### src/rtl/eth_rx_frame_ctrl.sv
// Bit-serial Ethernet RX sequencer: SFD hunt, FCS checker control, byte assembly, frame status.
// Optional per-frame good/bad counters are built when ETH_RX_STATS_EN is defined.
module eth_rx_frame_ctrl #(
    parameter int unsigned MIN_LEN      = 64,
    parameter int unsigned MAX_LEN      = 1518,
    parameter int unsigned MAX_PRE_BITS = 64
) (
    input  logic        clk,
    input  logic        reset,
    input  logic        rx_dv,
    input  logic        rx_bit,
    output logic        fcs_rst,
    output logic        fcs_en,
    output logic        fcs_bit,
    input  logic        fcs_ok,
    output logic [7:0]  byte_data,
    output logic        byte_valid,
    output logic        byte_sof,
    output logic        frame_done,
    output logic        frame_good,
    output logic [10:0] frame_len,
    output logic        err_fcs,
    output logic        err_align,
    output logic        err_len,
    output logic [15:0] stat_good,
    output logic [15:0] stat_bad
);

    localparam int unsigned LEN_W = 11;
    localparam int unsigned PRE_W = $clog2(MAX_PRE_BITS + 1);

    localparam logic [1:0] S_IDLE = 2'd0;
    localparam logic [1:0] S_PRE  = 2'd1;
    localparam logic [1:0] S_DATA = 2'd2;
    localparam logic [1:0] S_DROP = 2'd3;

    localparam logic [7:0] SFD = 8'hD5;

    logic [1:0]       state, state_n;
    logic [7:0]       sr, sr_n;
    logic [PRE_W-1:0] pre_cnt, pre_cnt_n;
    logic [2:0]       bit_cnt, bit_cnt_n;
    logic [LEN_W-1:0] byte_cnt, byte_cnt_n;
    logic             first, first_n;

    logic [7:0]       byte_data_n;
    logic             byte_valid_n, byte_sof_n, frame_done_n, frame_good_n;
    logic [LEN_W-1:0] frame_len_n;
    logic             err_fcs_n, err_align_n, err_len_n;

    logic [7:0]       sr_shift;
    logic [PRE_W-1:0] pre_cnt_inc;

    // Line bits arrive LSB first, so each new bit enters at the top
    assign sr_shift    = {rx_bit, sr[7:1]};
    assign pre_cnt_inc = pre_cnt + PRE_W'(1);

    // Checker runs only on frame bits and sits in its all-ones reset otherwise
    assign fcs_bit = rx_bit;
    assign fcs_en  = (state == S_DATA) && rx_dv;
    assign fcs_rst = reset || (state != S_DATA);

    // Next-state and registered-output logic
    always_comb begin
        state_n      = state;
        sr_n         = sr;
        pre_cnt_n    = pre_cnt;
        bit_cnt_n    = bit_cnt;
        byte_cnt_n   = byte_cnt;
        first_n      = first;
        byte_data_n  = byte_data;
        byte_valid_n = 1'b0;
        byte_sof_n   = 1'b0;
        frame_done_n = 1'b0;
        frame_good_n = frame_good;
        frame_len_n  = frame_len;
        err_fcs_n    = err_fcs;
        err_align_n  = err_align;
        err_len_n    = err_len;

        case (state)
            S_IDLE: begin
                if (rx_dv) begin
                    state_n   = S_PRE;
                    sr_n      = sr_shift;
                    pre_cnt_n = PRE_W'(1);
                end
            end

            S_PRE: begin
                if (!rx_dv) begin
                    state_n = S_IDLE;
                end else begin
                    sr_n      = sr_shift;
                    pre_cnt_n = pre_cnt_inc;
                    // SFD wins over the hunt limit when both land on the same bit
                    if (sr_shift == SFD && pre_cnt_inc >= PRE_W'(8)) begin
                        state_n    = S_DATA;
                        bit_cnt_n  = 3'd0;
                        byte_cnt_n = '0;
                        first_n    = 1'b1;
                    end else if (pre_cnt_inc >= PRE_W'(MAX_PRE_BITS)) begin
                        state_n = S_DROP;
                    end
                end
            end

            S_DATA: begin
                if (rx_dv) begin
                    sr_n      = sr_shift;
                    bit_cnt_n = bit_cnt + 3'd1;
                    if (bit_cnt == 3'd7) begin
                        if (byte_cnt >= LEN_W'(MAX_LEN)) begin
                            state_n      = S_DROP;
                            frame_done_n = 1'b1;
                            frame_good_n = 1'b0;
                            frame_len_n  = LEN_W'(MAX_LEN);
                            err_fcs_n    = 1'b0;
                            err_align_n  = 1'b0;
                            err_len_n    = 1'b1;
                        end else begin
                            byte_data_n  = sr_shift;
                            byte_valid_n = 1'b1;
                            byte_sof_n   = first;
                            first_n      = 1'b0;
                            byte_cnt_n   = byte_cnt + LEN_W'(1);
                        end
                    end
                end else begin
                    state_n      = S_IDLE;
                    frame_done_n = 1'b1;
                    frame_len_n  = byte_cnt;
                    err_align_n  = (bit_cnt != 3'd0);
                    err_fcs_n    = !fcs_ok;
                    err_len_n    = (byte_cnt < LEN_W'(MIN_LEN));
                    frame_good_n = (bit_cnt == 3'd0) && fcs_ok &&
                                   (byte_cnt >= LEN_W'(MIN_LEN));
                end
            end

            S_DROP: begin
                if (!rx_dv) begin
                    state_n = S_IDLE;
                end
            end

            default: state_n = S_IDLE;
        endcase
    end

    always_ff @(posedge clk) begin
        if (reset) begin
            state      <= S_IDLE;
            sr         <= '0;
            pre_cnt    <= '0;
            bit_cnt    <= '0;
            byte_cnt   <= '0;
            first      <= 1'b0;
            byte_data  <= '0;
            byte_valid <= 1'b0;
            byte_sof   <= 1'b0;
            frame_done <= 1'b0;
            frame_good <= 1'b0;
            frame_len  <= '0;
            err_fcs    <= 1'b0;
            err_align  <= 1'b0;
            err_len    <= 1'b0;
        end else begin
            state      <= state_n;
            sr         <= sr_n;
            pre_cnt    <= pre_cnt_n;
            bit_cnt    <= bit_cnt_n;
            byte_cnt   <= byte_cnt_n;
            first      <= first_n;
            byte_data  <= byte_data_n;
            byte_valid <= byte_valid_n;
            byte_sof   <= byte_sof_n;
            frame_done <= frame_done_n;
            frame_good <= frame_good_n;
            frame_len  <= frame_len_n;
            err_fcs    <= err_fcs_n;
            err_align  <= err_align_n;
            err_len    <= err_len_n;
        end
    end

`ifdef ETH_RX_STATS_EN
    logic [15:0] stat_good_n, stat_bad_n;

    // Saturating counters advance together with the frame_done they describe
    always_comb begin
        stat_good_n = stat_good;
        stat_bad_n  = stat_bad;
        if (frame_done_n) begin
            if (frame_good_n) begin
                if (stat_good != 16'hFFFF) stat_good_n = stat_good + 16'd1;
            end else begin
                if (stat_bad != 16'hFFFF) stat_bad_n = stat_bad + 16'd1;
            end
        end
    end

    always_ff @(posedge clk) begin
        if (reset) begin
            stat_good <= '0;
            stat_bad  <= '0;
        end else begin
            stat_good <= stat_good_n;
            stat_bad  <= stat_bad_n;
        end
    end
`else
    assign stat_good = '0;
    assign stat_bad  = '0;
`endif

endmodule

### config.mk
export PLATFORM = sky130hd
export DESIGN_NAME = eth_rx_frame_ctrl
export DESIGN_NICKNAME = d
export VERILOG_FILES = /design/src/rtl/eth_rx_frame_ctrl.sv
export SDC_FILE = /design/constraint.sdc
export NUM_CORES = 1
export LEC_CHECK = 0
export CAP_MARGIN = 10
export CORE_AREA = 2 2 75 77
export DETAILED_ROUTE_END_ITERATION = 6
export DIE_AREA = 0 0 77 79
export HOLD_SLACK_MARGIN = 0.06
export PLACE_DENSITY_LB_ADDON = 0.25
export REMOVE_ABC_BUFFERS = 1
export SLEW_MARGIN = 15
export SYNTH_ARGS = -nofsm -noshare
export SYNTH_HDL_FRONTEND = slang
export SYNTH_SLANG_ARGS = --single-unit
### constraint.sdc
create_clock -name clk -period 5.1 [get_ports clk]
set_input_delay 0.765 -clock clk [delete_from_list [all_inputs] [get_ports clk]]
set_output_delay 0.765 -clock clk [all_outputs]
set_load 0.05 [all_outputs]
=== Yosys cells after proc, flatten, opt, wreduce, memory -nomap -nowiden ===
Index checks and enable logic that the tools add are counted.

* Output and inout bits: 61
* Input bits: 5
* Register bits after elaboration: 58
* Word-level logic and storage cells: 110

* Reductions and logical operators: 22
* Order comparisons: 5
* Add/subtract/negate cells: 3
* Bitwise gates (word level): 4
* Muxes and demuxes: 43
* Equality and inequality tests: 18

{| class="wikitable"
|+ Operators by type and width
! operator !! number
|-
| $mux W11 || 8
|-
| $pmux W11 S2 || 1
|-
| $mux W1 || 17
|-
| $mux W2 || 8
|-
| $mux W7 || 2
|-
| $ne A2 B2 Y1 const B || 7
|-
| $pmux W7 S2 || 1
|-
| $add A11 B1 Y11 const B || 1
|-
| $ge A11 B11 Y1 const B || 1
|-
| $ge A11 B7 Y1 const B || 1
|-
| $lt A11 B7 Y1 const B || 1
|-
| $mux W3 || 3
|-
| $eq A8 B8 Y1 const B || 1
|-
| $pmux W2 S4 || 1
|-
| $reduce_and A4 Y1 || 2
|-
| $add A7 B1 Y7 const B || 1
|-
| $ge A7 B4 Y1 const B || 1
|-
| $ge A7 B7 Y1 const B || 1
|-
| $ne A2 B1 Y1 const B || 3
|-
| $ne A3 B2 Y1 const B || 2
|-
| $pmux W3 S2 || 1
|-
| $reduce_and A3 Y1 || 2
|-
| $reduce_and A6 Y1 || 1
|-
| $reduce_and A5 Y1 || 1
|-
| other kinds (19) || 27
|}

=== Logic depth before layout (Yosys ltp) ===
Gate-level depths: netlist (run 1).

* Word-level depth: 6
* Depth in mapped cells: 9
* Depth with buffers taken out: 8

=== Worst setup path before layout (run 1) ===
OpenSTA, ideal clock, no wires.

* Path type: input -> output
* Start point: input port reset
* End point: output port fcs_rst
* Data required time: 4.335 ns
* Cell stages on the path: 3
* Path slack: 2.826 ns
* Arrival: 1.509 ns
* Buffers on the path: 1
* Cells stage by stage: inv_1 clkbuf_1 nand2_1

* Longest elaborated chain between the ends: 1

{| class="wikitable"
|+ Ends and longest elaborated chain
! element !! RTL line !! source
|-
| start, declared || 9 || <nowiki>input logic reset,</nowiki>
|-
| $logic_or A1 B1 Y1 || 61 || <nowiki>assign fcs_rst = reset || (state != S_DATA);</nowiki>
|-
| end, declared || 12 || <nowiki>output logic fcs_rst,</nowiki>
|}

Every way passes these cells.

=== Final worst setup path (run 1) ===
* Start point: input port rx_dv
* End point: output port fcs_en

* Longest elaborated chain between the ends: 1

{| class="wikitable"
|+ Ends and longest elaborated chain
! element !! RTL line !! source
|-
| start, declared || 10 || <nowiki>input logic rx_dv,</nowiki>
|-
| $logic_and A1 B1 Y1 || 60 || <nowiki>assign fcs_en = (state == S_DATA) && rx_dv;</nowiki>
|-
| end, declared || 13 || <nowiki>output logic fcs_en,</nowiki>
|}

Every way passes these cells.

==> run_results.csv, run 1 <==
group,metric,value,unit
status,status,"finished clean",
sta,skew,0.005798,ns
clock_tree,cts.htree.levels,3,
clock_tree,hold_buffers,0,
synthesis,avgSynthCellArea,9.290,µm²
routing,drtAntennaViolNets,0,
sta,fmax,301.3,MHz
synthesis,synth-simple-area-share,18.09,%
finish,nNetsFinal,338,
global_routing,grt_pass1_vias,1861,
critical_path,cp-start-kind,"input port",
synthesis,synth_area,2731,µm²
synthesis,synth_top_family_by_area,"simple AND/OR/NAND/NOR gates",
placed_design,placed_cell_area,2970,µm²
hold_path,min_from,"first",
die,core,5338,µm²
critical_path,r2r_slack,2.89,ns
critical_path,rr_worst_depth,7,
sta,timing.final.crit_share,65.08,%
finish,drive_above_1_share,10.88,%
sta,final-setup-viol-count,0,
sta,hold_viol,0,
critical_path,cp-end-kind,"output port",
critical_path,crit_chain,"clkdlybuf4s50_1, nand2_1, inv_1, clkdlybuf4s50_1",
sta,tns,0,ns
synthesis,syn-instance-count,294,
placed_design,routabilityCongestion,0.7907,
critical_path,rr_endpoint,"byte_cnt[1]",
sta,hold_ws,0.4654,ns
routing,drt_first_pass_iters,4,
finish,fillers,493,
pwr,p_per_area,317.6,nW/µm²
routing,wl_met3,245,µm
synthesis,synth_compound_area_share,15.53,%
synthesis,synthAdderAreaFrac,3.207,%
die,ios,66,
die,die_area,6083,µm²
routing,vias_per_cell,5.082,
finish,layoutNonFillerInstCount,403,
routing,highest_layer,"met4",
clock_tree,ctsRootBufferMaster,"clkbuf_8",
clock_tree,clockBufferDepth,2,
synthesis,yosys_register_bits,57,
routing,detail_route.wl_per_cell,12.79,µm
finish,syn2layout_area_growth,16.77,%
critical_path,cp_slowest_cell,"clkdlybuf4s50_1",
critical_path,timing.rr.start,"byte_cnt[0]",
synthesis,synth_xor_xnor_area_share,3.481,%
critical_path,startpoint,"rx_dv",
hold_path,hold_depth,2,
synthesis,synth_top_area_cell,"dfxtp_1",
clock_tree,clkLatencyLatePin,0.35,ns
critical_path,worstPathRequired,4.34,ns
routing,route.met2.wl,2409,µm
hold_path,hold_path_class,"flop to flop",
synthesis,yosysWarnings,0,
finish,final_area,3189,µm²
finish,antenna_cells,0,
die,die_x,77,µm
critical_path,slowest_delay,0.79,ns
routing,drt_iter0_markers,102,
routing,wl,5153,µm
sta,period_needed,3.319,ns
clock_tree,cts_setup_buffers,0,
global_routing,grt_start_max_net_pins,39,
clock_tree,tritoncts,"done",
die,start_util,51.17,%
pwr,leakage,1.373,nW
global_routing,grt_overflow,0,
clock_tree,cts.repair.resized,0,
synthesis,ys_seq_area_share,41.78,%
routing,vias,2048,
placed_design,dp_cells,387,
synthesis,ys_top_cells_by_area,"dfxtp_1, buf_4, nor2_1",
die,rows,27,
synthesis,ys.flop_type,"dfxtp_1",
routing,met1_length,2369,µm
pwr,total_power,1.013,mW
die,fp.dieH,79,µm
sta,slew_headroom,58.94,%
finish,finish.utilization,59.75,%
sta,rsz0062_at_grt,"no",
hold_path,hold_end,"first",
synthesis,yosys-mux-area-fraction,5.497,%
critical_path,worstPathArrival,2.55,ns
synthesis,synthArstFlopShare,0,%
clock_tree,clk_pin_slew,0.07,ns
global_routing,antenna_found_initial,0,
placed_design,port_buffers,33,
flow_run,cap_viol_max_count,0,
synthesis,synth_edf_count,0,
critical_path,path_max_fanout,9,
routing,drt_drc_violations_left,0,
critical_path,crit_type,"input port to output port",
placed_design,dp_worst_setup_slack,1.773,ns
placed_design,dp_hpwl,3526,µm
synthesis,yosys.cell_types.count,54,
clock_tree,cts_buffers,9,
pwr,peakVddDrop,0.0001859,V
clock_tree,cts.sinks,57,
critical_path,cpMostUsedCell,"clkdlybuf4s50_1",
sta,fin_ws,1.781,ns
synthesis,synth_top_cell_area_share,41.78,%
sta,worst_slew_pin_slew,0.6159,ns
global_routing,grtUsageTotal,17.76,%
global_routing,grt_pass1_wl,8376,µm
sta,slew_violations,0,
-- flip-flops by register name, indices dropped and copies added, names as in the netlist --
register    cells
bit_cnt         3
byte_cnt       11
byte_data       8
byte_sof        1
byte_valid      1
err_align       1
err_fcs         1
err_len         1
first           1
frame_done      1
frame_good      1
frame_len      11
pre_cnt         7
sr              7
state           2
-- metal layers --
| metal | global-route usage (%) | up-vias |
|---|---|---|
| met5 | 0 | - |
| met4 | 9.821 | 0 |
| met3 | 4.886 | 12 |
| met2 | 29.21 | 52 |
| met1 | 21.08 | 951 |
| li1 | - | 1033 |
-- kinds of logic after synthesis --
| logic type | count (synthesis) |
|---|---|
| simple gates | 102 |
| flops | 57 |
| buf+inv | 52 |
| compound gates | 50 |
| mux | 15 |
| xor+xnor | 10 |
| fa+ha+maj | 7 |
| other cells | 1 |
-- power breakdown --
group	internal, mW	switching (mW)	total [mW]
clock	0.274	0.193	0.468
sequential	0.449	0.00448	0.453
combinational	0.0140	0.0779	0.0919
-- layout by cell type (no fill, tap or decap), types with 4 or more instances in the layout --
cell type and n:
mux2i_1 15, dfxtp_1 57, clkbuf_8 9, and3_1 4
nor2_1 42, nand2_1 16, ha_1 7, nand4_1 8
conb_1 32, clkdlybuf4s50_1 33, o221a_2 8, inv_1 7
nor3_1 4, xor2_1 7, nand3_1 12, a21oi_1 14
-- layout make-up --
cell class	count	area, µm²	share of cell area [%]
Clock inverter	7	95.09	2.982
Timing Repair Buffer	34	337.8	10.59
Inverter	8	30.03	0.9415
Clock buffer	9	123.9	3.884
Tap cell	72	90.09	2.825
Multi-Input combinational cell	216	1371	43.00
Sequential cell	57	1141	35.78
-- Yosys cell counts (2+ instances only) --
cell type / n
xor2_1: 7
nor2_1: 42
a21oi_1: 14
nand3_1: 12
o211a_1: 3
nor2b_1: 3
o21ai_0: 3
dfxtp_1: 57
nand4_1: 8
nand2_1: 16
o221a_2: 8
and3_1: 4
nor3_1: 4
inv_1: 7
a211o_1: 2
buf_1: 4
a32o_1: 2
ha_1: 7
buf_4: 35
and2_1: 2
a22oi_1: 3
mux2i_1: 15
xnor2_1: 2
a211oi_1: 2
clkbuf_1: 3
-- critical path, delay by kind of cell --
family | cells | cell delay (ns)
simple gates | 1 | 0.19
buf+inv | 3 | 1.58
-- how the worst max path moves through the flow --
stage / to / slack [ns] / depth (start not counted)
4_1_cts: fcs_en / 1.77 / 4
6_report: fcs_en / 1.78 / 4
3_5_place_dp: fcs_en / 1.77 / 4
5_1_grt: fcs_en / 1.67 / 4
3_3_place_gp: fcs_en / 1.78 / 4
2_1_floorplan: fcs_rst / 2.97 / 2
No activity file was read; power rests on OpenSTA's default activity.
==> run 2, diff against run 1 <==
- CORE_AREA: 2 2 75 77 -> 2 2 78 80
- DIE_AREA: 0 0 77 79 -> 0 0 80 82
- clock period: 5.1 -> 3.3 ns (I/O delays scaled with it)
==> run 2 against run 1 <==
Effect of this change:
- wire length fell by 0.89%
- non-clock buffer count rose by 1
- clock power rose by 37%
- critical endpoint unchanged
- die area rose by 7.8%
- design area barely moved
- via count fell by 1.1%
- register-to-register slack got worse by 1.8 ns
==> run_results.csv, run 2 (synthesis gave the netlist of run 1 again) <==
group,metric,value,unit
pwr,p_per_area,465.5,nW/µm²
hold_path,min_from,"first",
placed_design,dp_worst_setup_slack,0.8189,ns
routing,drt_first_pass_iters,4,
hold_path,hold_end,"first",
die,core,5746,µm²
sta,period_needed,2.733,ns
clock_tree,clockBufferDepth,2,
clock_tree,hold_buffers,0,
critical_path,rr_worst_depth,7,
hold_path,hold_depth,2,
finish,final_common_cell,"dfxtp_1",
finish,mostFrequentLayoutCells,"dfxtp_1, nor2_1, conb_1, clkdlybuf4s50_1, nand2_1",
die,die_x,80,µm
sta,worst_slew_pin_slew,0.6101,ns
routing,wl,5107,µm
die,rows,28,
flow_run,cap_viol_max_count,0,
sta,timing.final.crit_share,82.83,%
clock_tree,cts.sinks,57,
routing,vias_per_cell,4.990,
finish,layoutNonFillerInstCount,406,
critical_path,r2r_slack,1.11,ns
finish,drive_above_1_share,10.57,%
sta,rsz0062_at_grt,"no",
placed_design,routabilityCongestion,0.7853,
critical_path,rr_endpoint,"byte_cnt[1]",
finish,largest_registers,"byte_cnt: 11 flops, frame_len: 11 flops, byte_data: 8 flops",
die,ios,66,
sta,hold_ws,0.4534,ns
critical_path,worstPathArrival,2.24,ns
status,status,"finished clean",
placed_design,dp_hpwl,3570,µm
clock_tree,clkLatencyLatePin,0.33,ns
hold_path,hold_path_class,"flop to flop",
routing,drtAntennaViolNets,0,
sta,final-setup-viol-count,0,
global_routing,grt_pass1_wl,8480,µm
finish,nNetsFinal,339,
sta,skew,0.007808,ns
clock_tree,ctsRootBufferMaster,"clkbuf_8",
pwr,peakVddDrop,0.0003436,V
critical_path,path_max_fanout,12,
placed_design,port_buffers,33,
global_routing,grt_pass1_vias,1903,
routing,drt_iter0_markers,102,
critical_path,cp-end-kind,"output port",
global_routing,antenna_found_initial,0,
placed_design,dp_cells,391,
clock_tree,cts_setup_buffers,0,
die,start_util,47.54,%
sta,hold_viol,0,
global_routing,grt_start_max_net_pins,39,
critical_path,timing.rr.start,"byte_cnt[0]",
routing,vias,2026,
critical_path,worstPathRequired,2.80,ns
global_routing,grt_overflow,0,
routing,drt_drc_violations_left,0,
clock_tree,cts.repair.resized,0,
routing,detail_route.wl_per_cell,12.58,µm
critical_path,cp-start-kind,"flop",
clock_tree,tritoncts,"done",
clock_tree,cts.htree.levels,3,
sta,slew_violations,0,
die,die_area,6560,µm²
pwr,leakage,1.370,nW
sta,slew_headroom,59.33,%
global_routing,grtUsageTotal,16.85,%
critical_path,crit_type,"flop to output port",
clock_tree,clk_pin_slew,0.06,ns
sta,tns,0,ns
sta,fin_ws,0.5666,ns
sta,fmax,365.8,MHz
finish,antenna_cells,0,
die,fp.dieH,82,µm
finish,syn2layout_area_growth,16.72,%
finish,finish.utilization,55.49,%
clock_tree,cts_buffers,9,
## run 2: cell count changes in the layout (fill, tap and decap cells not counted), sizes merged
cell,delta
clkinv,-4
clkdlybuf4s50,-1
bufinv,-1
buf,+2
clkbuf,+4
## run 2: through the flow
step	area [µm²]	total power [mW]
detailed placement	2992	0.8596
global placement	2992	0.8590
finish	3188	1.484
global route	3188	1.539
floorplan	2542	0.8269
CTS	3188	1.506
## run 2: metal layers
metal  share of wire (%)  track usage (%)  wire length (µm)  up-vias
met2                  48            27.08              2446       45
li1                    -                -                 -     1033
met4                 1.3            7.458                65        0
met3                 4.6            5.385               233        7
met1                  46            20.75              2361      941
met5                   0                0                 0        -
## run 2: worst max path at each step
stage	from	to	slack, ns	depth (start not counted)
5_1_grt	state[0]	fcs_en	0.41	4
6_report	state[0]	fcs_en	0.57	4
3_3_place_gp	rx_dv	fcs_en	0.82	4
3_5_place_dp	rx_dv	fcs_en	0.82	4
2_1_floorplan	byte_cnt[0]	byte_cnt[1]	1.27	7
4_1_cts	state[0]	fcs_en	0.53	4
## run 2: layout make-up
type / instances / area [µm²]
Clock inverter: 2 / 37.54
Tap cell: 75 / 93.84
Inverter: 8 / 30.03
Clock buffer: 13 / 158.9
Multi-Input combinational cell: 216 / 1371
Timing Repair Buffer: 35 / 355.3
Sequential cell: 57 / 1141
Fill cell: 555 / 2557
## run 2: power breakdown
| group | switching [mW] | internal [mW] | leakage, nW |
|---|---|---|---|
| Sequential | 0.00683 | 0.694 | 0.460 |
| Combinational | 0.121 | 0.0227 | 0.814 |
| Clock | 0.253 | 0.386 | 0.0957 |
## run 2: critical path: stages, from the launching register on
cell	delay [ns]
dfxtp_1	0.40
and2b_1	0.44
nand2_1	0.18
inv_1	0.10
clkdlybuf4s50_1	0.80
